**src/rtl/instr_fetch_if.sv**
```systemverilog
// Instruction-fetch port bundle: redirect/hazard controls from decode, the
// synchronous instruction ROM port, the IF/ID register outputs and debug taps.
//
// Handshake: there is no ready signal. valid_out qualifies instr_out, pc_out
// and pc_plus1_out on every cycle; stall is the only backpressure and, when
// high at an edge without redirect or flush, freezes the IF/ID register.
interface instr_fetch_if;
  // Control from decode / hazard logic
  logic        stall;
  logic        flush;
  logic        pc_redirect;
  logic [15:0] redirect_addr;

  // Synchronous instruction ROM
  logic [15:0] imem_addr;
  logic        imem_rd_en;
  logic [31:0] imem_data;

  // IF/ID register
  logic [31:0] instr_out;
  logic [15:0] pc_out;
  logic [15:0] pc_plus1_out;
  logic        valid_out;
  logic [15:0] fetch_count;

  // Debug taps: FSM state (0=BOOT, 1=RUN, 2=BUBBLE) and next fetch address
  logic [1:0]  state_dbg;
  logic [15:0] pc_dbg;

  // Fetch unit side
  modport master (
    input  stall, flush, pc_redirect, redirect_addr, imem_data,
    output imem_addr, imem_rd_en, instr_out, pc_out, pc_plus1_out,
           valid_out, fetch_count, state_dbg, pc_dbg
  );

  // Decode stage / ROM / bench side
  modport slave (
    output stall, flush, pc_redirect, redirect_addr, imem_data,
    input  imem_addr, imem_rd_en, instr_out, pc_out, pc_plus1_out,
           valid_out, fetch_count, state_dbg, pc_dbg
  );
endinterface

```
**src/rtl/instr_fetch.sv**
```systemverilog
// Instruction fetch stage with a one-cycle synchronous ROM.
// pc_q is the next address to present to the ROM; f1_pc_q is the address the
// ROM latched on the previous edge, i.e. the address of the word currently on
// imem_data. The FSM decides whether imem_data is trusted (RUN) or must be
// replaced by a bubble (BOOT after reset, BUBBLE after a redirect, where the
// ROM still returns the old sequential word).
module instr_fetch #(
  parameter logic [15:0] RESET_VEC = 16'h0000,
  parameter logic [31:0] NOP_INSTR = 32'hFFFFFFFF
) (
  input  logic         clk,
  input  logic         rst,
  instr_fetch_if.master bus
);

  typedef enum logic [1:0] {
    BOOT   = 2'd0,
    RUN    = 2'd1,
    BUBBLE = 2'd2
  } state_t;

  state_t      state_q;
  logic [15:0] pc_q;
  logic [15:0] f1_pc_q;
  logic [31:0] instr_q;
  logic [15:0] pc_out_q;
  logic        valid_q;
  logic [15:0] fetch_count_q;

  logic [15:0] pc_inc;
  assign pc_inc = pc_q + 16'd1;

  // ROM address: while stalled (and not redirecting) re-read the in-flight
  // address so the same word is waiting on imem_data when the stall releases.
  always_comb begin
    bus.imem_addr = pc_q;
    if (bus.stall && !bus.pc_redirect) begin
      bus.imem_addr = f1_pc_q;
    end
  end

  // The ROM is idle only while reset is held.
  assign bus.imem_rd_en = rst;

  // Fetch pipeline and FSM; priority reset > redirect > flush > stall > advance.
  always_ff @(posedge clk) begin
    if (!rst) begin
      pc_q          <= RESET_VEC;
      f1_pc_q       <= RESET_VEC;
      state_q       <= BOOT;
      instr_q       <= NOP_INSTR;
      pc_out_q      <= RESET_VEC;
      valid_q       <= 1'b0;
      fetch_count_q <= 16'd0;
    end else if (bus.pc_redirect) begin
      // The ROM latches the old sequential pc_q this edge; that word comes
      // back next cycle and is dropped in BUBBLE.
      pc_q    <= bus.redirect_addr;
      f1_pc_q <= pc_q;
      instr_q <= NOP_INSTR;
      valid_q <= 1'b0;
      state_q <= BUBBLE;
    end else if (bus.flush) begin
      // Only the IF/ID register is cleared; fetching keeps moving, so the
      // word in flight this cycle is lost.
      pc_q    <= pc_inc;
      f1_pc_q <= pc_q;
      instr_q <= NOP_INSTR;
      valid_q <= 1'b0;
      state_q <= RUN;
    end else if (bus.stall) begin
      // Hold everything; the ROM re-reads f1_pc_q.
      pc_q    <= pc_q;
      f1_pc_q <= f1_pc_q;
      state_q <= state_q;
    end else begin
      pc_q    <= pc_inc;
      f1_pc_q <= pc_q;
      state_q <= RUN;
      if (state_q == RUN) begin
        instr_q       <= bus.imem_data;
        pc_out_q      <= f1_pc_q;
        valid_q       <= 1'b1;
        fetch_count_q <= fetch_count_q + 16'd1;
      end else begin
        instr_q <= NOP_INSTR;
        valid_q <= 1'b0;
      end
    end
  end

  assign bus.instr_out    = instr_q;
  assign bus.pc_out       = pc_out_q;
  assign bus.pc_plus1_out = pc_out_q + 16'd1;
  assign bus.valid_out    = valid_q;
  assign bus.fetch_count  = fetch_count_q;
  assign bus.state_dbg    = state_q;
  assign bus.pc_dbg       = pc_q;

endmodule

```
**src/flat_wrapper.sv**
```systemverilog
// flat-port wrapper written by rule: the top's interface ports become plain ports
module instr_fetch_flat 
#(
  parameter logic [15:0] RESET_VEC = 16'h0000,
  parameter logic [31:0] NOP_INSTR = 32'hFFFFFFFF
)
  (clk, rst, bus_stall, bus_flush, bus_pc_redirect, bus_redirect_addr, bus_imem_data, bus_imem_addr, bus_imem_rd_en, bus_instr_out, bus_pc_out, bus_pc_plus1_out, bus_valid_out, bus_fetch_count, bus_state_dbg, bus_pc_dbg);
  instr_fetch_if bus_i ();
  input  logic clk;
  input  logic rst;
  input wire logic [$bits(bus_i.stall)-1:0] bus_stall;
  input wire logic [$bits(bus_i.flush)-1:0] bus_flush;
  input wire logic [$bits(bus_i.pc_redirect)-1:0] bus_pc_redirect;
  input wire logic [$bits(bus_i.redirect_addr)-1:0] bus_redirect_addr;
  input wire logic [$bits(bus_i.imem_data)-1:0] bus_imem_data;
  output wire logic [$bits(bus_i.imem_addr)-1:0] bus_imem_addr;
  output wire logic [$bits(bus_i.imem_rd_en)-1:0] bus_imem_rd_en;
  output wire logic [$bits(bus_i.instr_out)-1:0] bus_instr_out;
  output wire logic [$bits(bus_i.pc_out)-1:0] bus_pc_out;
  output wire logic [$bits(bus_i.pc_plus1_out)-1:0] bus_pc_plus1_out;
  output wire logic [$bits(bus_i.valid_out)-1:0] bus_valid_out;
  output wire logic [$bits(bus_i.fetch_count)-1:0] bus_fetch_count;
  output wire logic [$bits(bus_i.state_dbg)-1:0] bus_state_dbg;
  output wire logic [$bits(bus_i.pc_dbg)-1:0] bus_pc_dbg;
  assign bus_i.stall = bus_stall;
  assign bus_i.flush = bus_flush;
  assign bus_i.pc_redirect = bus_pc_redirect;
  assign bus_i.redirect_addr = bus_redirect_addr;
  assign bus_i.imem_data = bus_imem_data;
  assign bus_imem_addr = bus_i.imem_addr;
  assign bus_imem_rd_en = bus_i.imem_rd_en;
  assign bus_instr_out = bus_i.instr_out;
  assign bus_pc_out = bus_i.pc_out;
  assign bus_pc_plus1_out = bus_i.pc_plus1_out;
  assign bus_valid_out = bus_i.valid_out;
  assign bus_fetch_count = bus_i.fetch_count;
  assign bus_state_dbg = bus_i.state_dbg;
  assign bus_pc_dbg = bus_i.pc_dbg;
  instr_fetch #(.RESET_VEC(RESET_VEC), .NOP_INSTR(NOP_INSTR)) u_core (.clk(clk), .rst(rst), .bus(bus_i));
endmodule
```
**config.mk**
```make
export PLATFORM = sky130hd
export DESIGN_NAME = instr_fetch_flat
export DESIGN_NICKNAME = d
export VERILOG_FILES = /design/src/rtl/instr_fetch_if.sv /design/src/rtl/instr_fetch.sv /design/src/flat_wrapper.sv
export SDC_FILE = /design/constraint.sdc
export NUM_CORES = 1
export LEC_CHECK = 0
export CORE_ASPECT_RATIO = 0.6
export CORE_UTILIZATION = 47
export CTS_CLUSTER_DIAMETER = 200
export CTS_CLUSTER_SIZE = 14
export DETAILED_ROUTE_END_ITERATION = 10
export HOLD_SLACK_MARGIN = 0.05
export PLACE_DENSITY = 0.91
export SYNTH_ARGS = -nofsm -noshare
export SYNTH_HDL_FRONTEND = slang
export SYNTH_SLANG_ARGS = --single-unit
```
**constraint.sdc**
```tcl
create_clock -name clk -period 2.8 [get_ports clk]
set_input_delay 0.7 -clock clk [delete_from_list [all_inputs] [get_ports clk]]
set_output_delay 0.7 -clock clk [all_outputs]
set_load 0.01 [all_outputs]
```
==> results.md, run 1 <==
- Worst reg2reg path startpoint: u_core.bus.pc_dbg[2]
- Final Core Density: 0.735
- Commonest non-fill, non-tap cell in the layout: clkdlybuf4s50_1
- Fmax: approximately 370 MHz
- Largest cells by area after synthesis: dfxtp_1 45%, nand2_1 9.6%, a21oi_1 5.4%
- Storage element area: 0.00199 mm^2
- Routed via count: approximately 4600
- Seq/Total Area, Yosys: 0.451
- Pre-CTS WS: -0.265 ns
- CTS tree: yes
- Hold Buf Count CTS: 0
- Syn avg cell area: approximately 8.4 um^2
- Worst Hold Depth: 2
- Clk_skew: 0.00705 ns
- Max cap viols: 0
- Clk root buf: clkbuf_16
- Setup ws final: 0.0967 ns
- I/O Buffers: between 150 and 200
- Fraction of layout cells with a size suffix above 1: 0.125
- Most frequent cells in the layout: 145 x clkdlybuf4s50_1, 112 x nand2_1, 96 x dfxtp_1
- Total GRT Usage: 0.292
- First-pass GRT wire length: 22500 um
- GPL Wtd Cong: between 0.8 and 0.9
- Die width: around 130 um
- Initial antenna violation count: 0
- Setup violations, final: 0
- Vias in the first global route: roughly 4500
- Post-route ant nets: 0
- P&R area growth vs syn: 47.1%
- Ys flop type: dfxtp_1
- Status: completed
- Synthesized instance count: 520
- Final period utilization: 0.965
- Distinct cell type count after synthesis: 48
- Multi-input logic area: about 0.0023 mm^2
- Clock period minus final worst setup slack: 2.70 ns
- Rel. slew slack: 0.570
- Initial DRC count: roughly 350
- Non-filler cells, final: 799
- Reg2reg path depth: 4
- Asr flop ratio synth: 0
- FF+latch count, synth: roughly 100
- Drt drc: 0
- # fillers: 638
- CTS max path bufs: 2
- Worst hold margin: around 0.48 ns
- Sink Count: around 100
- Core area: 0.00878 mm^2
- Routed len/inst: between 15 and 20 um
- Power density cells: 467 mW/mm^2
- Crit Path Category: primary input to output port
- CP required: roughly 2.1 ns
- Setup crit start kind: primary input
- Initial DRT Pass Iterations: 5
- Pins over their slew limit: 0
- EDFF count, synth: 0
- Worst-Margin Slew: 0.642 ns
- Post-Syn Area: between 0.004 and 0.005 mm^2
- Reg clk slew, reported paths: ~0.070 ns
- H-tree depth: 3
- HP Class: register to register
- Leakage: ~2.4 nW
- Cell row count: 26
- Final nets: 738
- Worst reg2reg setup slack: approximately 0.65 ns
- Yosys warns: 0
- WP data arrival: roughly 2.0 ns
- DRT Wirelength: between 10000 and 15000 um
- Synth Net Count: between 500 and 600
- Post-Place Cells: between 700 and 800
- Final hold vios: 0
- Setup tns final: 0 ns
- DIE AREA: 0.00974 mm^2
- Drt via density: between 5 and 6
- Die height: ~77 um
- Hold Startpoint: u_core.f1_pc_q[13]
- Post-DP HPWL: 10200 um
- Post-synth top area cell: dfxtp_1
- Yosys top cell area share: 0.451
- Peak VDD IR: 0.339 mV
- CTS buffer count: 9
- Critical Path End Type: output port
- Initial Util: 0.500
- Reg2reg end: u_core.bus.pc_dbg[15]
- Hold Path End: u_core.f1_pc_q[13]
- Largest net degree at the start of global routing: 60
- Clock latency on the worst-skew pair: approximately 0.35 ns
- Critical path fanouts, max: 17
- # IOs: approximately 170
- Gr ovfl total: 0
- Antenna cells: 0
[Yosys cell counts, types with 7 or more instances]
cell type  count
nand2_1      112
dfxtp_1       99
a21oi_1       47
o22ai_1       32
clkbuf_1      26
nand3_1       18
nor2_1        18
mux2_2        16
nand4_1       12
xnor2_1       12
o21ai_0       11
xor2_1        10
buf_2          7
nor4_1         7
[cell families (layout without fill, tap and decap cells)]
group | count (synthesis) | in the layout | share of synthesized area
compound gates | 117 | 117 | 0.162
xor+xnor | 22 | 22 | 0.0439
fa+ha+maj | 3 | 3 | 0.00855
buf+inv | 44 | 211 | 0.0422
flops | 99 | 99 | 0.451
mux | 21 | 21 | 0.0524
simple gates | 214 | 214 | 0.239
[timing repair]
action,CTS,global route
gates resized for setup,43,21
endpoints found under the hold margin,0,0
setup buffers,0,1
endpoints found under the setup margin,23,19
[worst max-delay path by stage]
stage | endpoint | cells after the start | from
2_1_floorplan | bus_imem_addr[10] | 4 | bus_pc_redirect
3_3_place_gp | bus_imem_addr[9] | 5 | bus_pc_redirect
6_report | bus_imem_addr[5] | 5 | bus_pc_redirect
3_5_place_dp | bus_imem_addr[2] | 5 | bus_pc_redirect
5_1_grt | bus_pc_plus1_out[8] | 5 | u_core.bus.pc_out[1]
4_1_cts | bus_imem_addr[2] | 5 | bus_pc_redirect
[worst max-delay path: stages]
cell             delay (ns)
clkdlybuf4s50_1        0.49
nand2b_4               0.15
buf_12                 0.15
mux2_2                 0.36
clkbuf_2               0.14
[flip-flops by register name (all words and copies together) (netlist names)]
signal / cells
u_core.bus.pc_out: 16
u_core.bus.valid_out: 1
u_core.bus.pc_dbg: 16
u_core.bus.state_dbg: 2
u_core.bus.instr_out: 32
u_core.bus.fetch_count: 16
u_core.f1_pc_q: 16
[cell type report]
class                   instances  area share
inverters                       7     0.00407
multi-input cells             377       0.350
flip-flops and latches         99       0.308
clock inverters                 4     0.00388
well taps                     112      0.0217
repair buffers                188       0.273
clock buffers                  12      0.0397
[metrics by stage]
step	power, mW	cell area, um^2
final	3.01	6460
after global routing	3.11	6460
after CTS	3.03	6520
after detailed placement	1.88	6220
after global placement	1.87	6220
after floorplan	1.67	4390
[power by group]
part           leakage, nW  internal, mW  switching, mW
logic                 1.43         0.185          0.159
clock network        0.135         0.648          0.522
registers            0.807          1.44         0.0577
total                 2.37          2.27          0.739
[routing by layer]
layer	track usage	routed length (um)
met1	0.365	5980
met2	0.490	6570
met3	0.0830	1070
met4	0.0893	252
met5	0	0
(Power assumes the default switching activity.)
==> run 2, diff against run 1 <==
--- a/config.mk
+++ b/config.mk
@@ -5,13 +5,15 @@
 export SDC_FILE = /design/constraint.sdc
 export NUM_CORES = 1
 export LEC_CHECK = 0
+export ABC_AREA = 1
 export CORE_ASPECT_RATIO = 0.6
-export CORE_UTILIZATION = 47
+export CORE_MARGIN = 2
+export CORE_UTILIZATION = 48
 export CTS_CLUSTER_DIAMETER = 200
 export CTS_CLUSTER_SIZE = 14
 export DETAILED_ROUTE_END_ITERATION = 10
 export HOLD_SLACK_MARGIN = 0.05
-export PLACE_DENSITY = 0.91
+export PLACE_DENSITY = 0.92
 export SYNTH_ARGS = -nofsm -noshare
 export SYNTH_HDL_FRONTEND = slang
 export SYNTH_SLANG_ARGS = --single-unit
==> run 2 against run 1 <==
Net effect:
- register-to-register slack better by 0.33 ns
- synthesized cell count is 25% higher
- utilization is 0.62 points lower
- clock skew is 0.0014 ns higher
- sequential cell count stayed put
- wire length is 6.5% higher
- cell count is 18% higher
- die area is 6.4% higher
- critical path type is now register to output port
==> results.md, run 2 <==
- Initial DRT Pass Iterations: 5
- Crit-path slowest cell: clkdlybuf4s50_1
- Cell Chain, Critical Path: inv_1 -> nor3_2 -> nand4_1 -> xnor2_1 -> clkdlybuf4s50_1
- HP Class: register to register
- Max reg flops: 32
- Switching Power: ~0.77 mW
- Drt via density: 5.42
- Distinct cell type count after synthesis: 28
- Yosys top cell area share: 0.432
- Worst path bufs/invs: 2
- Syn avg cell area: 7.03 um^2
- Reg clk slew, reported paths: 0.07 ns
- Number of cells on the critical path: 5
- Most frequent cells in the layout: 163 x nand2_1, 146 x clkdlybuf4s50_1, 91 x dfxtp_1
- H-tree depth: 3
- Power density cells: between 400 and 500 mW/mm^2
- Sw frac: 0.242
- Post-route total power: about 3.2 mW
- CTS tree: yes
- Top-count cell post-synth: nand2_1
- # fillers: between 700 and 800
- First-pass GRT wire length: 22700 um
- Cell row count: 27
- I/O Buffers: around 170
- GPL Wtd Cong: about 0.94
- Synth Area in Compound Gates: 0.203
- Worst reg2reg path startpoint: u_core.bus.state_dbg[1]
- CTS buffer count: 9
- Worst hold margin: 0.473 ns
- Routed via count: 5121
- WP data arrival: 2.07 ns
- CTS max path bufs: 2
- FF+latch count, synth: 99
- EDFF count, synth: 0
- Fraction of layout cells with a size suffix above 1: 0.0762
- DIE AREA: between 0.01 and 0.015 mm^2
- Seq/Total Area, Yosys: 0.432
- Mux cell area share after synthesis: 0
- Die height: 79.7 um
- Initial DRC count: ~520
- Max cap viols: 0
- Die width: around 130 um
- Commonest non-fill, non-tap cell in the layout: nand2_1
- P&R area growth vs syn: 46.7%
- Peak VDD IR: roughly 0.36 mV
- Reg2reg end: u_core.bus.fetch_count[9]
- Top cells by count, synth: 164 x nand2_1, 99 x dfxtp_1, 62 x a21oi_1
- Drt drc: 0
- Largest family of logic cells by synthesized area: simple AND/OR/NAND/NOR gates
- Final period utilization: 0.989
- Clock latency on the worst-skew pair: around 0.34 ns
- Metal-1 WL: around 6100 um
- Clock period minus final worst setup slack: 2.77 ns
- Critical path fanouts, max: 5
- Hold Buf Count CTS: 0
- Post-synth top area cell: dfxtp_1
- Comb power frac: 0.119
- Synth Area in Adders: 0.00819
- # IOs: between 150 and 200
- Post-route ant nets: 0
- Post-Syn Area: ~0.0046 mm^2
- Leakage: approximately 2.6 nW
- DRT Wirelength: about 15000 um
- Int Pwr: ~2.4 mW
- Fmax: around 360 MHz
- Rel. slew slack: 0.460
- Final nets: between 800 and 900
- Reg2reg path depth: 9
- CP required: 2.10 ns
- Ys flop type: dfxtp_1
- Worst setup endpoint: bus_pc_plus1_out[15]
- Sink Count: slightly below 100
- Asr flop ratio synth: 0
- Initial Util: 0.497
- Antenna cells: 0
- Post-Synth Simple-Gate Area: 0.243
- Worst reg2reg setup slack: just under 1 ns
- Critical path origin: u_core.bus.pc_out[8]
- CP max stage delay: 0.56 ns
- Pins over their slew limit: 0
- Yosys warns: 0
- DR WL met2: a little under 7000 um
- Crit Path Category: register to output port
- Synth Net Count: about 710
- Met3 WL: roughly 1700 um
- Seq pwr share: 0.470
- Gr ovfl total: 0
- Max layer used: met4
- Core area: 0.00922 mm^2
- Top delay family on crit path: buffers and inverters
- Setup crit start kind: register
- Clk pwr share: 0.411
- Setup tns final: 0 ns
- Synthesized instance count: around 650
- Largest net degree at the start of global routing: 57
- Setup violations, final: 0
- XOR/XNOR Fraction of Synth Area: 0.0325
- Largest cells by area after synthesis: dfxtp_1 43%, nand2_1 13%, a21oi_1 6.8%
- Initial antenna violation count: 0
- Total GRT Usage: 0.279
- Worst-Margin Slew: between 0.8 and 0.9 ns
- Final hold vios: 0
- Clk root buf: clkbuf_16
- Routed len/inst: ~16 um
- Post-DP HPWL: 10900 um
- Clk_skew: 0.00843 ns
- Vias in the first global route: around 4600
- Status: completed
- Critical Path End Type: output port
[run 2: cell types whose count changed in the layout (fill, tap and decap cells not counted), moves of 7 or more]
cell | previous run | this run
a21oi_1 | 47 | 62
clkbuf_2 | 16 | 0
dlygate4sd2_1 | 5 | 18
inv_1 | 5 | 44
inv_2 | 0 | 9
mux2_2 | 16 | 0
nand2_1 | 112 | 163
nand3_1 | 18 | 29
nor2_1 | 17 | 50
nor4_1 | 7 | 0
o21ai_0 | 11 | 26
o21ai_1 | 0 | 49
[run 2: through the flow]
step / instance area, um^2 / setup slack [ns] / cells / util
2_1_floorplan: 4580 / 0.621 / 652 / -
3_3_place_gp: 6360 / -0.132 / 927 / 0.690
3_5_place_dp: 6360 / -0.167 / 927 / 0.690
4_1_cts: 6680 / 0.00277 / 943 / 0.725
5_1_grt: 6720 / -0.0667 / 944 / 0.729
6_report: 6720 / 0.0321 / 944 / 0.729
[run 2: final cells by class]
type                       count  area (um^2)  share of cell area
multi-input combinational    464         2270               0.337
sequential                    99         1990               0.297
timing repair buffer         182         1780               0.265
clock buffer                  10          229              0.0341
inverter                      53          199              0.0296
tap                          130          163              0.0242
clock inverter                 6         88.8              0.0132
[run 2: worst min-delay path by stage]
stage | startpoint | endpoint | cells after the start
final | u_core.bus.valid_out | u_core.bus.valid_out | 2
after global routing | u_core.bus.instr_out[22] | u_core.bus.instr_out[22] | 2
after CTS | u_core.bus.valid_out | u_core.bus.valid_out | 2
after detailed placement | u_core.bus.instr_out[12] | u_core.bus.instr_out[12] | 2
after global placement | u_core.bus.instr_out[15] | u_core.bus.instr_out[15] | 2
after floorplan | u_core.f1_pc_q[11] | u_core.bus.pc_out[11] | 2
[run 2: power groups by stage]
| stage | Combinational (mW) | Clock (mW) | Sequential (mW) |
|---|---|---|---|
| final | 0.381 | 1.31 | 1.50 |
| after global routing | 0.411 | 1.40 | 1.51 |
| after CTS | 0.380 | 1.34 | 1.50 |
| after detailed placement | 0.392 | 0 | 1.53 |
| after global placement | 0.380 | 0 | 1.53 |
| after floorplan | 0.166 | 0 | 1.53 |
[run 2: kinds of logic (layout without fill, tap and decap cells)]
kind of cell,Yosys count,in the layout
compound gates,176,176
xor+xnor,17,17
fa+ha+maj,3,3
buf+inv,89,251
flops,99,99
simple gates,268,268
[run 2: what timing repair did]
action	in CTS	in global routing
pin swaps	1	2
setup buffers	0	1
endpoints found under the hold margin	0	0
endpoints found under the setup margin	21	5
resized for setup	25	13
[run 2: routing by layer]
| metal | vias to the layer above | track usage |
|---|---|---|
| met5 | - | 0 |
| met4 | 0 | 0.0570 |
| met3 | 19 | 0.101 |
| met2 | 272 | 0.458 |
| met1 | 2343 | 0.354 |
| li1 | 2487 | - |
[run 2: tightest hold or removal path, stage by stage, from the launching register on]
cell      delay, ns
dfxtp_1        0.31
nand2_1        0.05
a21boi_0       0.06
